### config.mk
export PLATFORM = sky130hd
export DESIGN_NAME = upe_serial_out
export DESIGN_NICKNAME = d
export VERILOG_FILES = /design/src/rtl/upe_pkg.sv /design/src/rtl/upe_tick_div.sv /design/src/rtl/upe_serial_out.sv
export SDC_FILE = /design/constraint.sdc
export NUM_CORES = 1
export LEC_CHECK = 0
export CAP_MARGIN = 0
export CORE_UTILIZATION = 54
export CTS_BUF_LIST = sky130_fd_sc_hd__clkbuf_8
export CTS_CLUSTER_DIAMETER = 40
export DETAILED_ROUTE_END_ITERATION = 12
export HOLD_SLACK_MARGIN = 0.15
export PLACE_DENSITY = 0.86
export SLEW_MARGIN = 20
export SYNTH_ARGS = -nofsm -noshare
export SYNTH_HDL_FRONTEND = slang
export SYNTH_SLANG_ARGS = --single-unit
### constraint.sdc
create_clock -name clk -period 2.7 [get_ports clk]
set_input_delay 0.81 -clock clk [delete_from_list [all_inputs] [get_ports clk]]
set_output_delay 0.81 -clock clk [all_outputs]
set_load 0.01 [all_outputs]
### src/rtl/upe_pkg.sv
// Shared widths and state encoding for the UPE result serialiser.
package upe_pkg;
   localparam int UPE_WORD_W = 32;
   localparam int UPE_HALF_W = 16;

   typedef enum logic {
      IDLE  = 1'b0,
      SHIFT = 1'b1
   } upe_state_t;
endpackage

### src/rtl/upe_tick_div.sv
// Bit-period prescaler: while enabled, pulses tick on every DIVIDE-th cycle.
module upe_tick_div #(
   parameter int DIVIDE = 1250
) (
   input  logic clk,
   input  logic rst,
   input  logic en,
   output logic tick
);
   localparam int CW = (DIVIDE > 1) ? $clog2(DIVIDE) : 1;
   localparam logic [CW-1:0] LAST = CW'(DIVIDE - 1);

   logic [CW-1:0] count;

   // Held at zero while disabled so every frame starts a fresh bit period.
   always_ff @(posedge clk or posedge rst) begin
      if (rst) begin
         count <= '0;
      end else if (!en) begin
         count <= '0;
      end else if (count == LAST) begin
         count <= '0;
      end else begin
         count <= count + 1'b1;
      end
   end

   assign tick = en && (count == LAST);
endmodule

### src/rtl/upe_serial_out.sv
// Serialises one 32-bit UPE result word onto a single LED, DIVIDE clocks per bit.
module upe_serial_out
   import upe_pkg::*;
#(
   parameter int DIVIDE    = 1250,
   parameter bit LSB_FIRST = 1'b1
) (
   input  logic                  clk,
   input  logic                  rst,
   input  logic                  in_valid,
   output logic                  in_ready,
   input  logic [UPE_WORD_W-1:0] in_data,
   output logic                  led,
   output logic [4:0]            bit_index,
   output logic                  busy,
   output logic                  done
);
   upe_state_t            state;
   upe_state_t            state_next;
   logic [UPE_WORD_W-1:0] shreg;
   logic                  tick;
   logic                  accept;
   logic                  last_bit;

   assign accept   = in_valid && in_ready;
   assign last_bit = (bit_index == 5'd31);

   upe_tick_div #(
      .DIVIDE(DIVIDE)
   ) u_div (
      .clk (clk),
      .rst (rst),
      .en  (busy),
      .tick(tick)
   );

   always_ff @(posedge clk or posedge rst) begin
      if (rst) begin
         state <= IDLE;
      end else begin
         state <= state_next;
      end
   end

   always_comb begin
      state_next = state;
      case (state)
         IDLE:    if (in_valid) state_next = SHIFT;
         SHIFT:   if (tick && last_bit) state_next = IDLE;
         default: state_next = IDLE;
      endcase
   end

   always_comb begin
      in_ready = (state == IDLE);
      busy     = (state == SHIFT);
   end

   // The register shifts toward the send end, so the next bit always sits one place in.
   always_ff @(posedge clk or posedge rst) begin
      if (rst) begin
         shreg     <= '0;
         led       <= 1'b0;
         bit_index <= 5'd0;
         done      <= 1'b0;
      end else begin
         done <= 1'b0;
         if (accept) begin
            shreg     <= in_data;
            bit_index <= 5'd0;
            led       <= LSB_FIRST ? in_data[0] : in_data[UPE_WORD_W-1];
         end else if (busy && tick) begin
            if (last_bit) begin
               shreg     <= '0;
               led       <= 1'b0;
               bit_index <= 5'd0;
               done      <= 1'b1;
            end else begin
               shreg     <= LSB_FIRST ? (shreg >> 1) : (shreg << 1);
               led       <= LSB_FIRST ? shreg[1] : shreg[UPE_WORD_W-2];
               bit_index <= bit_index + 5'd1;
            end
         end
      end
   end
endmodule

# == After elaboration in Yosys (flattened, before gate mapping) ==
# Index checks and enable logic that the tools add are counted.
# classes
n_addsub,2
eq_ne,2
mux,17
bitwise,1
n_reduce_logical,5
# ops
operator,n
$mux 32,2
$mux 31,1
$mux 11,2
$mux 5,3
$add 11x1->11 const B,1
$eq 11x11->1 const B,1
$mux 1,8
$add 5x1->5 const B,1
$eq 5x5->1 const B,1
$logic_and 1x1->1,4
$pmux 1 s2,1
$reduce_bool 2->1,1
$not 1->1,1
# totals
reg_bits,51
output_inout_bits,9
wordCells,33

# == Longest topological paths before layout ==
# Gate-level depths: netlist of run 1.
# logic_depth
depth_word,5
depth_mapped,8
ltp_nobuf,7

# == Modules after synthesis ==
# Synthesis of run 1 repeated with hierarchy kept, for this count alone.
# unflattened
cells_unflattened,257
area_unflattened_um2,2653.8
# by_module_without_submodules
mod,n_inst,cells_each,area_per_inst_um2,seq_area_each_um2
upe_serial_out,1,200,2073.2,975.9
upe_tick_div,1,57,580.6,275.3

# == Least setup slack after synthesis of run 1 ==
# No wires, ideal clock.
# synth_path
path_type,register to register
startpoint,reg bit_index[0]
endpoint,reg bit_index[3]
arrival_ns,2.274
required_time_ns,2.621
setup_slack_ns,0.347
stages_incl_launch_ff,9
cell_sequence,dfrtp_1 ha_1 and3_1 ha_1 or4b_4 nor4_4 buf_6 nand4_1 mux2i_1
# synth_via
elab_chain_cells,4
elab_cells_between_ends,5
# synth_rtl
element,line_no,rtl
"start, declared",upe_serial_out.sv:14,"output logic [4:0] bit_index,"
"start signal, assigned",upe_serial_out.sv:81,bit_index <= bit_index + 5'd1;
$add 5x1->5 or $eq 5x5->1 (tied branches),"upe_serial_out.sv:81, upe_serial_out.sv:26",
$mux 5 *,upe_serial_out.sv:73,if (last_bit) begin
$mux 5 *,upe_serial_out.sv:72,end else if (busy && tick) begin
$mux 5 *,upe_serial_out.sv:68,if (accept) begin
# Every way passes the cells marked *; elsewhere a longest branch is shown, timed or not. The select of a mux whose other input is x is not followed.
# A chain may end at the register's enable or synchronous reset.

# == Final worst setup path of run 1 ==
# layout_path
startpoint,reg bit_index[0]
endpoint,reg shreg[12]
# layout_via
elab_chain_cells,4
# layout_rtl
element,line_no,rtl
$eq 5x5->1,upe_serial_out.sv:26,assign last_bit = (bit_index == 5'd31);
$mux 31,upe_serial_out.sv:73,
$mux 32,upe_serial_out.sv:72,
$mux 32,upe_serial_out.sv:68,
"end signal, assigned",upe_serial_out.sv:69,shreg <= in_data;
"end signal, assigned",upe_serial_out.sv:79,shreg <= LSB_FIRST ? (shreg >> 1) : (shreg << 1);
"end, declared",upe_serial_out.sv:20,logic [UPE_WORD_W-1:0] shreg;
# Every way passes these cells. The select of a mux whose other input is x is not followed.

==> impl_results.md, run 1 <==
- Worst slew pin tran: 599 ps
- DRT Pass-1 Iters: 5
- # DRC: 0
- R2R Path End: shreg[12]
- Avg WL per Cell: 14.0 microns
- Yosys cell types: 27
- CTS Buffer Depth: 2
- N_diodes: 0
- Tcrit/Tclk final: a little under 90%
- Largest net degree at the start of global routing: just over 50
- Post-layout net count: between 300 and 400
- CP Capture Point: shreg[12]
- Most frequent cells in the layout: dfrtp_1, nor2_1, clkdlybuf4s50_1
- Initial antenna violation count: 0
- Synth-to-layout area growth: 25.9%
- Grt total ovfl: 0
- Post-Synthesis Cell Area: 2330 sq um
- Gpl congestion: approximately 0.83
- Total Power: around 0.0019 W
- Fmax: about 0.42 GHz
- Yosys warns: 0
- Clock root cell: clkbuf_8
- GRT Total Usage: about 22%
- Post-layout min period: ~2400 ps
- Reg2reg start: bit_index[0]
- PD cells: between 600 and 700 nW/um^2
- Unrepaired setup endpoints after global routing: false
- CTS tree: built
- Req. time, crit path: around 2900 ps
- Reg area: about 1300 sq um
- Die Ht: a little under 70 microns
- #FFs+latches synth: 50
- Initial core utilization: 57.1%
- CP arrival: ~2600 ps
- Pins Over Slew Limit: 0
- Post-DP HPWL: between 3000 and 4000 microns
- Antenna Nets Post-Route: 0
- Crit end category: flip-flop
- Final setup fails: 0
- Peak supply drop: roughly 420 uV
- DIE WIDTH: ~68 microns
- Reg clk slew, reported paths: roughly 90 ps
- Drt initial violations: 137
- Max FO, Critical Path: 31
- Core Footprint: just over 4000 sq um
- Worst skew pair latency: about 300 ps
- Via count: roughly 1900
- Layout Skew: ~8 ps
- Std cell rows: 23
- Reg2reg path depth: 8
- Part of the Yosys area used for sequential elements: ~54%
- Multi-input combinational cell area: between 900 and 1000 sq um
- First-pass GRT wire length: 7580 microns
- Crit Path Category: flip-flop to flip-flop
- Clock Sinks: 50
- Syn nets: 271
- Status: finished clean
- Slew headroom: between 60% and 70%
- Worst Hold Class: flip-flop to flip-flop
- H-tree levels: 2
- Share of cells above drive strength 1: 7.97%
- Drt total wl: between 4000 and 5000 microns
- Die area: between 4000 and 5000 sq um
- Number of max-cap violations: 0
- Reg2Reg Setup Slack: between 300 and 400 ps
- Leak: about 1.3 nW
- PortBufs: between 40 and 50
- Worst Setup Start Kind: flip-flop
- Crit path from: bit_index[0]
- Final Hold Vio Count: 0
- Hold_buf cts: 0
- CTS Buf Count: 5
- IO Count: 44
- Via/cell ratio: 5.70
- Post-route setup TNS: 0 ps
- Fill cells: about 310
- Number of global-route vias before repair: roughly 1700
- Most common cell after layout, fill and taps aside: dfrtp_1
- Syn Inst Count: 232
- Post-CTS resize count: 0
- Syn_area_per_cell: 10.1 sq um
- Postcts setup bufs: 0
==> area by class of cell <==
type / instances / area share [%]
Timing Repair Buffer: 52 / 17.4
Clock buffer: 5 / 2.34
Tap cell: 50 / 2.13
Clock inverter: 3 / 2.34
Multi-Input combinational cell: 159 / 32.3
Inverter: 7 / 0.895
Sequential cell: 50 / 42.6
==> sequential cells by signal, summed over array words and instances (netlist names) <==
| name | flops |
|---|---|
| done | 1 |
| busy | 1 |
| bit_index | 5 |
| shreg | 32 |
| u_div.count | 11 |
==> cell usage after synthesis <==
library cell	count	share of area (%)
a21oi_1	31	6.7
a22oi_1	33	11
and2_1	1	0.27
and3_1	2	0.54
and4_1	2	0.75
buf_4	1	0.32
buf_6	6	2.9
clkbuf_1	9	1.4
dfrtp_1	50	54
ha_1	4	2.1
inv_1	7	1.1
mux2i_1	1	0.43
nand2_1	8	1.3
nand3_1	9	1.9
nand4_1	4	1.1
nand4bb_2	1	0.70
nor2_1	44	7.1
nor4_1	1	0.27
nor4_4	1	0.91
o21ai_0	3	0.64
o31ai_1	1	0.32
or3_1	1	0.27
or3b_1	1	0.38
or4_1	1	0.32
or4b_4	1	0.59
xnor2_1	1	0.38
xor2_1	8	3.0
==> metal layers <==
metal,share of wire [%],up-vias,global-route usage (%),wire length (microns)
li1,-,906,-,-
met1,43,896,28.5,1940
met2,52,49,37.3,2350
met3,4.6,7,4.73,209
met4,1.1,0,8.51,52
met5,0,-,0,0
==> metrics by stage <==
| stage | instance area (sq um) | cells | setup WS (ps) | hold slack (ps) | utilization (%) |
|---|---|---|---|---|---|
| 5_1_grt | 2940 | 326 | 184 | 523 | 71.9 |
| 4_1_cts | 2940 | 326 | 330 | 505 | 71.9 |
| 3_3_place_gp | 2800 | 318 | 431 | 487 | 68.5 |
| 3_5_place_dp | 2800 | 318 | 368 | 493 | 68.5 |
| 6_report | 2940 | 326 | 341 | 505 | 71.9 |
| 2_1_floorplan | 2330 | 232 | 347 | 469 | - |
==> worst max-delay path, cell delays in order, from the launching register on <==
cell and delay (ps):
dfrtp_1 440, ha_1 250, and3_1 190, ha_1 190, or4b_4 500, nor4_4 230
buf_12 220, a22oi_1 90, a21oi_1 180
==> cell families (layout without fill, tap and decap cells) <==
family	after synthesis	count (layout)	synth area share (%)
AND/OR/NAND/NOR	77	77	16.4
AO/OA/AOI/OAI	68	68	18.2
flip-flops	50	50	53.6
buffers and inverters	23	67	5.79
XOR/XNOR	9	9	3.38
adder cells (fa/ha/maj)	4	4	2.15
multiplexers	1	1	0.429
==> where the power goes <==
part           leakage, nW  internal (W)  switching [W]
clock network       0.0683      0.000371       0.000248
registers            0.540      0.000848       0.000113
logic                0.651      0.000172       0.000123
total                 1.26       0.00139       0.000483
==> worst min-delay path by stage <==
stage                 start      endpoint  slack [ps]  cells past startpoint
3_3_place_gp      shreg[31]     shreg[31]         490                      2
6_report       bit_index[3]  bit_index[3]         500                      1
2_1_floorplan     shreg[31]     shreg[31]         470                      2
4_1_cts        bit_index[3]  bit_index[3]         510                      1
3_5_place_dp   bit_index[3]  bit_index[3]         490                      1
5_1_grt        bit_index[3]  bit_index[3]         520                      1
Note: power is estimated with default switching activity, not from simulation.
==> run 2, diff against run 1 <==
Settings changed: CELL_PAD_IN_SITES_DETAIL_PLACEMENT set to 1, CELL_PAD_IN_SITES_GLOBAL_PLACEMENT set to 2, CORE_UTILIZATION 54 to 33, PLACE_DENSITY 0.86 to 0.84.
==> impl_results.md, run 2 (same netlist as run 1, synthesis figures left out) <==
- Status: finished clean
- Met2 Use GR: 27.1% (-10 points)
- Top flop regs: shreg: 32 flops, u_div.count: 11 flops, bit_index: 5 flops
- CP arrival: 2610 ps (+20 ps)
- Number of max-cap violations: 0 (unchanged)
- Fill cells: 769 (+150%)
- Std cell rows: 30 (+30%)
- Grt total ovfl: 0 (unchanged)
- Crit Path Category: flip-flop to flip-flop
- Post-route setup TNS: 0 ps (unchanged)
- CP Cell Sequence: ha_1 > and3_1 > ha_1 > or4b_4 > nor4_4 > buf_12 > a22oi_1 > a21oi_1
- Initial core utilization: 34.3% (-23 points)
- GR peak layer: met2
- Via count: 1852 (-0.32%)
- Worst skew pair latency: 300 ps (about the same)
- Core Footprint: 6790 sq um (+66%)
- Final setup fails: 0 (unchanged)
- Synth-to-layout area growth: 26.8%
- Non-filler cells, final: 368 (+13%)
- Reg2reg start: bit_index[0]
- Clock Sinks: 50 (unchanged)
- DIE WIDTH: 86.1 microns (+27%)
- CTS Buf Count: 5 (unchanged)
- Multi-input combinational cell area: 948 sq um (unchanged)
- Max FO, Critical Path: 36 (+16%)
- CTS Buffer Depth: 2 (unchanged)
- Req. time, crit path: 2920 ps (about the same)
- # DRC: 0 (unchanged)
- PortBufs: 43 (unchanged)
- H-tree levels: 2 (unchanged)
- Drt total wl: 5220 microns (+15%)
- Avg WL per Cell: 14.2 microns (+1.5%)
- Post-DP HPWL: 3520 microns (+14%)
- Reg with most FFs: shreg
- Die area: 7410 sq um (+62%)
- Slew headroom: 68.7% (+8.6 points)
- Reg area: 1250 sq um (unchanged)
- Most frequent cells in the layout: dfrtp_1, nor2_1, clkdlybuf4s50_1
- Initial antenna violation count: 0 (unchanged)
- Post-layout net count: 310 (-1.3%)
- Worst Setup Start Kind: flip-flop
- Max reg flops: 32 (unchanged)
- Tcrit/Tclk final: 88.4% (+1.0 points)
- Worst Hold Class: flip-flop to flip-flop
- CTS tree: built
- Met1 Usage GRT: 19.4% (-9.0 points)
- Reg2reg path depth: 8 (unchanged)
- Final Hold Vio Count: 0 (unchanged)
- GRT Total Usage: 15.4% (-7.1 points)
- Slowest cell on the critical path: or4b_4
- Postcts setup bufs: 0 (unchanged)
- Crit path from: bit_index[0]
- Max incr delay on CP: 500 ps (about the same)
- Peak supply drop: 275 uV (-35%)
- Leak: 1.24 nW (-1.6%)
- Gpl congestion: 0.757 (-9.2%)
- Placed insts: 360 (+13%)
- Post-CTS resize count: 0 (unchanged)
- Unrepaired setup endpoints after global routing: false
- Die Ht: 86.1 microns (+27%)
- DRT Pass-1 Iters: 4 (-1)
- Worst path bufs/invs: 1 (unchanged)
- IO Count: 44 (unchanged)
- PD cells: 588 nW/um^2 (-7.9%)
- Hold path start: u_div.count[0]
- Via/cell ratio: 5.03 (-12%)
- WHS: 510 ps (+5.12 ps)
- Pins Over Slew Limit: 0 (unchanged)
- Number of global-route vias before repair: 1982 (+16%)
- Largest net degree at the start of global routing: 70 (+37%)
- Antenna Nets Post-Route: 0 (unchanged)
- Post-layout min period: 2390 ps (+27.0 ps)
- First-pass GRT wire length: 9090 microns (+20%)
- Drt initial violations: 87 (-36%)
- Delay-heaviest family, CP: simple AND/OR/NAND/NOR gates
- Worst slew pin tran: 465 ps (-134 ps)
- N_diodes: 0 (unchanged)
- Hold-critical path depth: 1 (unchanged)
- Hold_buf cts: 0 (unchanged)
- Layout Skew: 7.42 ps (-0.491 ps)
- Crit end category: flip-flop
- Stages on worst setup path: 8 (unchanged)
- Most common cell after layout, fill and taps aside: dfrtp_1
- Reg clk slew, reported paths: 90 ps (about the same)
- Met3 usage: 2.60% (-2.1 points)
- Share of cells above drive strength 1: 6.62% (-1.4 points)
- CP most frequent cell: ha_1
- Clock root cell: clkbuf_8
- Fmax: 0.419 GHz (-1.1%)
## run 2: cell count changes in the layout (fill, tap and decap cells not counted), sizes merged
cell,previous run,this run
buf,9,5
bufinv,2,0
clkbuf,5,7
## run 2: power by group
part	total (W)	switching [W]	internal (W)
clock	0.000478	0.000243	0.000235
sequential	0.000964	0.000116	0.000847
combinational	0.000296	0.000122	0.000173
total	0.00174	0.000481	0.00126
## run 2: worst paths after layout
path,slack (ps),endpoint
worst max-delay path,310,shreg[1]
worst min-delay path,510,u_div.count[0]
worst max register to register,310,shreg[1]
worst min register to register,510,u_div.count[0]
max in group asynchronous,1380,shreg[5]
min in group asynchronous,820,u_div.count[8]
## run 2: layout make-up
cell class / count / share of cell area [%]
clock inverters: 1 / 0.296
flip-flops and latches: 50 / 42.3
inverters: 7 / 0.889
clock buffers: 7 / 3.26
multi-input cells: 159 / 32.1
well taps: 96 / 4.06
repair buffers: 48 / 17.1
## run 2: routing by layer
metal  part of all wire [%]  up-vias  wire length (microns)
met5                      0        -                      0
met4                    1.3        0                     67
met3                    2.8        6                    145
met2                     50       25                   2610
met1                     46      922                   2400
li1                       -      899                      -
## run 2: worst reg2reg max path, delay by kind of cell (launching register included)
family                     cells  cell delay, ps
and+or+nand+nor                3             900
DFF                            1             450
adders and majority gates      2             440
AOI/OAI and AO/OA              2             290
buffers and inverters          1             240
## run 2: per-stage QoR
step | worst slack, ps | instance area (sq um) | utilization [%] | total power (W)
after floorplan | 347 | 2330 | - | 0.00114
after global placement | 436 | 2850 | 42.0 | 0.00126
after detailed placement | 353 | 2850 | 42.0 | 0.00128
after CTS | 324 | 2960 | 43.5 | 0.00176
after global routing | 188 | 2960 | 43.5 | 0.00184
final | 314 | 2960 | 43.5 | 0.00174
==> run 3, diff against run 2 <==
Settings changed: CAP_MARGIN 0 to 20, CTS_CLUSTER_SIZE set to 16.
==> results of run 3 <==
Same layout as run 2: the final DEF is identical, and so are final timing and power.
